===== config.mk =====
export PLATFORM = sky130hd
export DESIGN_NAME = tlb_multiport
export DESIGN_NICKNAME = d
export VERILOG_FILES = /design/src/rtl/tlb_multiport.sv
export SDC_FILE = /design/constraint.sdc
export NUM_CORES = 2
export LEC_CHECK = 0
export CORE_ASPECT_RATIO = 1.5
export CORE_MARGIN = 2
export CORE_UTILIZATION = 60
export CTS_BUF_LIST = sky130_fd_sc_hd__clkbuf_4
export DETAILED_ROUTE_END_ITERATION = 6
export HOLD_SLACK_MARGIN = 0.05
export MAX_ROUTING_LAYER = met4
export PLACE_DENSITY = 0.79
export SETUP_SLACK_MARGIN = 0.05
export SLEW_MARGIN = 20
export SYNTH_ARGS = -nofsm -noshare
export SYNTH_HDL_FRONTEND = slang
export SYNTH_SLANG_ARGS = --single-unit

===== constraint.sdc =====
create_clock -name clk -period 8 [get_ports clk]
set_input_delay 0.8 -clock clk [delete_from_list [all_inputs] [get_ports clk]]
set_output_delay 0.8 -clock clk [all_outputs]
set_load 0.02 [all_outputs]

===== src/rtl/tlb_multiport.sv =====
// Fully associative multi-port TLB: registered parallel searches, 4 KB / 2 MB pages,
// round-robin TLBFILL victim pointer and a multi-cycle INVTLB sweep engine.
module tlb_multiport #(
    parameter  int TLBNUM        = 16,
    parameter  int NSRCH         = 2,
    parameter  int PPNW          = 20,
    parameter  int INV_PER_CYCLE = 4,
    localparam int IDXW          = $clog2(TLBNUM),
    localparam int PTW           = PPNW + 6
) (
    input  logic                  clk,
    input  logic                  reset,
    input  logic [NSRCH-1:0]      s_req,
    input  logic [NSRCH*20-1:0]   s_va,
    input  logic [NSRCH*10-1:0]   s_asid,
    output logic [NSRCH-1:0]      s_valid,
    output logic [NSRCH-1:0]      s_hit,
    output logic [NSRCH*IDXW-1:0] s_index,
    output logic [NSRCH*6-1:0]    s_ps,
    output logic [NSRCH*PTW-1:0]  s_phytran,
    input  logic [IDXW-1:0]       r_index,
    output logic                  r_e,
    output logic                  r_g,
    output logic [9:0]            r_asid,
    output logic [18:0]           r_vppn,
    output logic [5:0]            r_ps,
    output logic [PTW-1:0]        r_phytran0,
    output logic [PTW-1:0]        r_phytran1,
    input  logic                  we,
    input  logic                  fill,
    input  logic [IDXW-1:0]       w_index,
    input  logic                  w_e,
    input  logic                  w_g,
    input  logic [9:0]            w_asid,
    input  logic [18:0]           w_vppn,
    input  logic [5:0]            w_ps,
    input  logic [PTW-1:0]        w_phytran0,
    input  logic [PTW-1:0]        w_phytran1,
    output logic [IDXW-1:0]       fill_index,
    input  logic                  inv_req,
    input  logic [2:0]            inv_op,
    input  logic [9:0]            inv_asid,
    input  logic [19:0]           inv_va,
    output logic                  inv_busy,
    output logic                  inv_done,
    output logic                  inv_bad_op
);

    localparam int K    = TLBNUM / INV_PER_CYCLE;
    localparam int GRPW = (K > 1) ? $clog2(K) : 1;

    typedef enum logic [1:0] {INV_IDLE, INV_SWEEP, INV_DONE, INV_BAD} inv_state_e;

    logic [TLBNUM-1:0] e_q, e_d, g_q;
    logic [9:0]        asid_q [TLBNUM];
    logic [18:0]       vppn_q [TLBNUM];
    logic [5:0]        ps_q   [TLBNUM];
    logic [PTW-1:0]    pt0_q  [TLBNUM];
    logic [PTW-1:0]    pt1_q  [TLBNUM];

    logic [IDXW-1:0]   fill_q, fill_d;
    logic [TLBNUM-1:0] wr_sel, inv_clr;

    inv_state_e        st_q, st_d;
    logic [GRPW-1:0]   grp_q, grp_d;
    logic [2:0]        op_q, op_d;
    logic [9:0]        iasid_q, iasid_d;
    logic [19:0]       iva_q, iva_d;

    logic [NSRCH-1:0]      valid_q, hit_c, hit_q;
    logic [NSRCH*IDXW-1:0] idx_c, idx_q;
    logic [NSRCH*6-1:0]    ps_c, psr_q;
    logic [NSRCH*PTW-1:0]  pt_c, pt_q;

    // Page-size aware VPN compare; unsupported page sizes never match.
    function automatic logic va_hit(input logic [18:0] vppn, input logic [5:0] ps,
                                    input logic [19:0] va);
        if (ps == 6'd12) return vppn == va[19:1];
        if (ps == 6'd21) return vppn[18:9] == va[19:10];
        return 1'b0;
    endfunction

    function automatic logic va_odd(input logic [5:0] ps, input logic [19:0] va);
        return (ps == 6'd21) ? va[9] : va[0];
    endfunction

    function automatic logic inv_pred(input logic [2:0] op, input logic g,
                                      input logic am, input logic vm);
        case (op)
            3'd0, 3'd1: return 1'b1;
            3'd2:       return g;
            3'd3:       return !g;
            3'd4:       return !g && am;
            3'd5:       return !g && am && vm;
            3'd6:       return (g || am) && vm;
            default:    return 1'b0;
        endcase
    endfunction

    // Search: every port scans all entries; descending scan leaves the lowest hit.
    always_comb begin
        hit_c = '0;
        idx_c = '0;
        ps_c  = '0;
        pt_c  = '0;
        for (int k = 0; k < NSRCH; k++) begin
            for (int i = TLBNUM - 1; i >= 0; i--) begin
                if (e_q[i] && (g_q[i] || asid_q[i] == s_asid[k*10 +: 10]) &&
                    va_hit(vppn_q[i], ps_q[i], s_va[k*20 +: 20])) begin
                    hit_c[k]              = 1'b1;
                    idx_c[k*IDXW +: IDXW] = IDXW'(i);
                    ps_c[k*6 +: 6]        = ps_q[i];
                    pt_c[k*PTW +: PTW]    = va_odd(ps_q[i], s_va[k*20 +: 20]) ? pt1_q[i] : pt0_q[i];
                end
            end
        end
    end

    always_ff @(posedge clk) begin
        if (!reset) begin
            valid_q <= '0;
            hit_q   <= '0;
            idx_q   <= '0;
            psr_q   <= '0;
            pt_q    <= '0;
        end else begin
            valid_q <= s_req;
            hit_q   <= hit_c;
            idx_q   <= idx_c;
            psr_q   <= ps_c;
            pt_q    <= pt_c;
        end
    end

    assign s_valid   = valid_q;
    assign s_hit     = hit_q;
    assign s_index   = idx_q;
    assign s_ps      = psr_q;
    assign s_phytran = pt_q;

    assign r_e        = e_q[r_index];
    assign r_g        = g_q[r_index];
    assign r_asid     = asid_q[r_index];
    assign r_vppn     = vppn_q[r_index];
    assign r_ps       = ps_q[r_index];
    assign r_phytran0 = pt0_q[r_index];
    assign r_phytran1 = pt1_q[r_index];

    // Write target: TLBWR has priority and a colliding fill is dropped.
    always_comb begin
        wr_sel = '0;
        fill_d = fill_q;
        if (we) begin
            wr_sel[w_index] = 1'b1;
        end else if (fill) begin
            wr_sel[fill_q] = 1'b1;
            fill_d         = fill_q + IDXW'(1);
        end
    end

    always_comb begin
        inv_clr = '0;
        for (int i = 0; i < TLBNUM; i++) begin
            if (st_q == INV_SWEEP && (i / INV_PER_CYCLE) == int'(grp_q)) begin
                inv_clr[i] = inv_pred(op_q, g_q[i], asid_q[i] == iasid_q,
                                      va_hit(vppn_q[i], ps_q[i], iva_q));
            end
        end
    end

    // A write landing on an entry being swept overrides the clear.
    always_comb begin
        for (int i = 0; i < TLBNUM; i++) begin
            e_d[i] = wr_sel[i] ? w_e : (e_q[i] && !inv_clr[i]);
        end
    end

    always_ff @(posedge clk) begin
        if (!reset) begin
            e_q    <= '0;
            fill_q <= '0;
        end else begin
            e_q    <= e_d;
            fill_q <= fill_d;
        end
    end

    always_ff @(posedge clk) begin
        for (int i = 0; i < TLBNUM; i++) begin
            if (wr_sel[i]) begin
                g_q[i]    <= w_g;
                asid_q[i] <= w_asid;
                vppn_q[i] <= w_vppn;
                ps_q[i]   <= w_ps;
                pt0_q[i]  <= w_phytran0;
                pt1_q[i]  <= w_phytran1;
            end
        end
    end

    assign fill_index = fill_q;

    // INVTLB engine: the one-cycle done states behave as idle for new requests.
    always_ff @(posedge clk) begin
        if (!reset) begin
            st_q  <= INV_IDLE;
            grp_q <= '0;
        end else begin
            st_q  <= st_d;
            grp_q <= grp_d;
        end
    end

    always_ff @(posedge clk) begin
        op_q    <= op_d;
        iasid_q <= iasid_d;
        iva_q   <= iva_d;
    end

    always_comb begin
        st_d    = st_q;
        grp_d   = grp_q;
        op_d    = op_q;
        iasid_d = iasid_q;
        iva_d   = iva_q;
        case (st_q)
            INV_SWEEP: begin
                grp_d = grp_q + GRPW'(1);
                if (grp_q == GRPW'(K - 1)) begin
                    st_d  = INV_DONE;
                    grp_d = '0;
                end
            end
            default: begin
                st_d = INV_IDLE;
                if (inv_req) begin
                    op_d    = inv_op;
                    iasid_d = inv_asid;
                    iva_d   = inv_va;
                    grp_d   = '0;
                    st_d    = (inv_op > 3'd6) ? INV_BAD : INV_SWEEP;
                end
            end
        endcase
    end

    always_comb begin
        inv_busy   = 1'b0;
        inv_done   = 1'b0;
        inv_bad_op = 1'b0;
        case (st_q)
            INV_SWEEP: inv_busy = 1'b1;
            INV_DONE:  inv_done = 1'b1;
            INV_BAD: begin
                inv_done   = 1'b1;
                inv_bad_op = 1'b1;
            end
            default: ;
        endcase
    end

endmodule


Yosys cells after proc, flatten, opt, wreduce, memory -nomap -nowiden

Memory sizes are Yosys's and may differ from the RTL's.
Cells that the tools add are included.

Register bits after elaboration: 149
Memory bits (writable): 1,392
Input port bits: 197
Output and inout bits: 172
Memories: 5

Memories:

| name   | words | width | rd ports | clocked after Yosys merged registers in | write ports | line | text |
|---|---|---|---|---|---|---|---|
| pt0_q  | 16    | 26    | 17       | 0                                       | 1           | 58   | `logic [PTW-1:0] pt0_q [TLBNUM];` |
| pt1_q  | 16    | 26    | 17       | 0                                       | 1           | 59   | `logic [PTW-1:0] pt1_q [TLBNUM];` |
| vppn_q | 16    | 19    | 17       | 0                                       | 1           | 56   | `logic [18:0] vppn_q [TLBNUM];` |
| asid_q | 16    | 10    | 17       | 0                                       | 1           | 55   | `logic [9:0] asid_q [TLBNUM];` |
| ps_q   | 16    | 6     | 17       | 0                                       | 1           | 57   | `logic [5:0] ps_q [TLBNUM];` |

$add $sub $neg: 2
$lt $le $gt $ge: 6
Eq/ne operators: 190
Mux-type cells: 819
Bitwise gates (word level): 3
Reduce and logical (&&, ||, !) cells: 304

Operators by type and width:

| cell                                               | number |
|---|---|
| two-way mux 26 bit                                 | 94 |
| == test 10 bit                                     | 96 |
| == test 19 bit                                     | 48 |
| OR reduction 26 bit                                | 30 |
| two-way mux 1 bit                                  | 516 |
| two-way mux 4 bit                                  | 91 |
| two-way mux 19 bit                                 | 15 |
| OR reduction 19 bit                                | 15 |
| two-way mux 6 bit                                  | 47 |
| two-way mux 10 bit                                 | 15 |
| OR reduction 10 bit                                | 15 |
| logical AND 1 bit                                  | 134 |
| == test 6 x 4 -> 1 bit, second input constant      | 16 |
| == test 6 x 5 -> 1 bit, second input constant      | 16 |
| case mux 1 bit (6 select lines)                    | 16 |
| OR reduction 6 bit                                 | 15 |
| logical OR 1 bit                                   | 48 |
| logical NOT 1 bit                                  | 32 |
| two-way mux 16 bit                                 | 2 |
| two-way mux 3 bit                                  | 8 |
| two-way mux 2 bit                                  | 11 |
| OR reduction 9 bit                                 | 2 |
| < comparator 4 x 5 -> 1 bit, second input constant | 3 |
| OR reduction 5 bit                                 | 2 |
| other kinds (21)                                   | 37 |

Longest topological paths before layout

Depth in word-level cells: 24
Gate-level depth with buffers: 14
Gate-level depth less buffers: 10

Worst setup path before layout

No wires, ideal clock.

Path kind: input-to-reg
From: in fill
To: reg e_q[12]
Arrival: 6.247 ns
Data required time: 7.941 ns
Setup slack: 1.694 ns
Cell stages on the path: 6
Buffers on the path: 1
Path through: nor2b_1 -> clkbuf_1 -> nand2_1 -> o22ai_1 -> and2_1 -> o21a_1

Cells in the longest elaborated chain, start to end: 3

Ends and longest elaborated chain:

| what                   | line | text |
|---|---|---|
| start: declaration     | 30   | `input logic fill,` |
| two-way mux 16 bit     | 155  | `end else if (fill) begin` |
| two-way mux 16 bit     | 153  | `if (we) begin` |
| net wr_sel[12]         | 62   | `logic [TLBNUM-1:0] wr_sel, inv_clr;` |
| two-way mux 1 bit      | 174  | `e_d[i] = wr_sel[i] ? w_e : (e_q[i] && !inv_clr[i]);` |
| end signal: assignment | 180  | `e_q <= '0;` |
| end signal: assignment | 183  | `e_q <= e_d;` |
| end: declaration       | 54   | `logic [TLBNUM-1:0] e_q, e_d, g_q;` |

The timed path passes the listed nets, and every way through them passes these cells.
A chain may end at the register's enable or synchronous reset.

==> metrics <==
status finished, violations left; failing checks design-rule violations; area share of fa/ha/maj cells after synthesis 0.00109; FP Rows 176; post-route setup TNS 0 ns; Hold Violations, Final 0; Multi-input gate area 45100 sq um; r2r worst-path depth 12; R2R Path End s_phytran[1]; CORE AREA 153000 sq um; TritonCTS clock tree built; grt ovf 0; sequential area share after synthesis 0.491; postcts setup bufs 0; Hold Path Sink st_q[0]; Place WS 2.05 ns; Post-synth EDFFs 1440; CP endpoint kind register; unrepaired setup endpoints after global routing false; CP Data Required Time 9.36 ns; met2 WL 172 mm; post-CTS sizing 0; max incr delay on CP 1.03 ns; Max FO, Critical Path 16; Post-synth ARST share 0; H-tree Lvls 5; Vias per Instance 7.61; share of the synthesized area in the top cell type 0.469; CP Class register to register; CTS buffer count 378; initial antenna violation count 44; top post-synthesis cells by area edfxtp_1, mux4_2, xor2_1, mux2i_1, xnor2_1; initial DRC count 13400; final core area utilization 0.680; Mapped Cells 7091; Met1 Wirelength 119 mm; PD cells 176 nW/um^2; Max transition margin 0.150; DRC 92; largest family of logic cells by synthesized area multiplexers; hold depth 3; nets@finish 7797; yosys warns 0; register bit total from synthesis 1540; worst slew pin tran 1.27 ns; largest net degree at the start of global routing 134; Worst Setup Slack, final 2.74 ns; GR Util All Layers 0.520; CP startpoint kind register; LEAKAGE 35.2 nW; Top FF cell, synth edfxtp_1; overall power 18.4 mW; hold path startpoint inv_req; Filler cells 11100; Worst Path Arrival 6.62 ns; area grow syn2layout 13.0%; PortBufs 367; Reg clk slew, reported paths 0.08 ns; # IOs 369; Max clock buf depth 4; Vias 76100; Final Cycle Share 0.658; Hold WC Path Type primary input to register; Final Skew 0.137 ns; dpl hpwl 254 mm; R2R setup slack 2.74 ns; CP max-delay cell nor3b_1; # Max-Cap Violations 0; clock latency on the worst-skew pair 1.52 ns; Fin Hold WS 0.113 ns; Die X 324 microns; Synth cell types 87; Fmax 190 MHz; Die Footprint 157000 sq um; uppermost layer routed met4; Reg2Reg Launch Point ps_q[11][4]; vias in the first global route 74400; routed wire length 398 mm; fraction of layout cells with a size suffix above 1 0.202; Worst VDD drop 0.160 mV; post-layout minimum cycle time 5.26 ns; wire length per cell 39.8 microns; Buffers & Inverters on Critical Path 2; Placer Congestion 1.05; root buffer cell clkbuf_4; Antenna Nets Post-Route 0; XOR/XNOR Fraction of Synth Area 0.133; DRT Pass-1 Iters 7; Die Y 484 microns; Detail Route met3 WL 59.5 mm; Compound-Gate Fraction of Synth Area 0.0795; Synth area leader edfxtp_1; Sink Count 1540; Commonest cells post-synth edfxtp_1, xor2_1, mux2i_1; Initial Util 0.602; count leader, synth edfxtp_1; synthesized area per cell 13.0 sq um; Syn Std Cell Area 92200 sq um; first-pass GRT wire length 547 mm; Top delay family on crit path simple AND/OR/NAND/NOR gates; max-slew violation count 0; Final setup viols 0; Synth Area in Simple Gates 0.0713; mux cell area share after synthesis 0.196; CP Cell Sequence nor3b_1 > nand2_1 > a31oi_1 > nor4_2 > buf_4 > or2_2 > nor2_4 > buf_4 > a21oi_1 > a221oi_1 > o21ai_0 > a21oi_1; FF+latch area 45200 sq um
-- cells by family (layout without fill, tap and decap cells) --
| logic type | Yosys count | count (layout) |
|---|---|---|
| fa+ha+maj | 8 | 8 |
| mux | 1227 | 1227 |
| other cells | 1 | 73 |
| flops | 1540 | 1540 |
| simple gates | 1243 | 1243 |
| xor+xnor | 1396 | 1396 |
| buf+inv | 585 | 1370 |
| compound gates | 1091 | 1091 |
-- power breakdown --
group          internal, mW  leakage (nW)  switching, mW  total, mW
logic                 0.975          18.5           1.52       2.50
registers              8.99          13.9          0.173       9.17
clock network          3.28          2.82           3.41       6.70
-- flip-flops by register name, summed over array words and instances, names as in the netlist --
| signal | count |
|---|---|
| asid_q | 160 |
| e_q | 16 |
| fill_index | 4 |
| g_q | 16 |
| grp_q | 2 |
| iasid_q | 10 |
| iva_q | 19 |
| op_q | 3 |
| ps_q | 96 |
| pt0_q | 416 |
| pt1_q | 416 |
| s_hit | 2 |
| s_index | 8 |
| s_phytran | 52 |
| s_ps | 12 |
| s_valid | 2 |
| st_q | 2 |
| vppn_q | 304 |
-- routing by layer --
layer	GRT usage	vias up
met1	0.560	36700
li1	-	28800
met5	-	-
met4	0.488	0
met2	0.722	7871
met3	0.210	2681
-- worst max path at each step --
stage	depth (start not counted)	from	to	slack, ns
finish	12	ps_q[11][4]	s_phytran[1]	2.74
CTS	5	r_index[0]	r_ps[1]	3.15
global route	12	ps_q[10][1]	s_phytran[0]	2.86
global placement	11	s_asid[4]	s_phytran[17]	2.06
detailed placement	11	s_asid[4]	s_phytran[17]	2.05
floorplan	6	fill	e_q[12]	1.69
-- metrics by stage --
step	cell area [sq um]	instances
after floorplan	92200	7094
after global placement	98700	9218
after detailed placement	98700	9218
after CTS	104000	9920
after global routing	104000	9981
final	104000	9995
-- final cells by class --
type | count | share of cell area
Tap cell | 2047 | 0.0246
Inverter | 45 | 0.00162
Clock buffer | 535 | 0.0386
Clock inverter | 132 | 0.00678
Timing Repair Buffer | 658 | 0.0588
Multi-Input combinational cell | 4969 | 0.433
Sequential cell | 1540 | 0.435
Antenna cell | 69 | 0.00166
-- worst register-to-register path: cells and delay by family (launching register included) --
kind / cells / cell delay [ns]
buffers and inverters: 2 / 0.62
AOI/OAI and AO/OA: 5 / 1.39
DFF: 1 / 0.51
and+or+nand+nor: 5 / 2.58
-- cells in the final DEF (no fill, tap or decap), drive strengths merged, types with 100 or more instances in the layout --
cell,n
dfxtp,100
a21oi,265
mux4,445
o21ai,238
nor3,101
nand2,353
mux2,165
nor4,232
clkinv,119
mux2i,617
buf,266
xnor2,436
clkbuf,536
clkdlybuf4s50,355
xor2,960
nor2,136
edfxtp,1440
-- timing repair --
item	4_1_cts	5_1_grt
hold buffers	35	1
endpoints found under the hold margin	60	16
endpoints found under the setup margin	0	0
(Power assumes the default switching activity.)
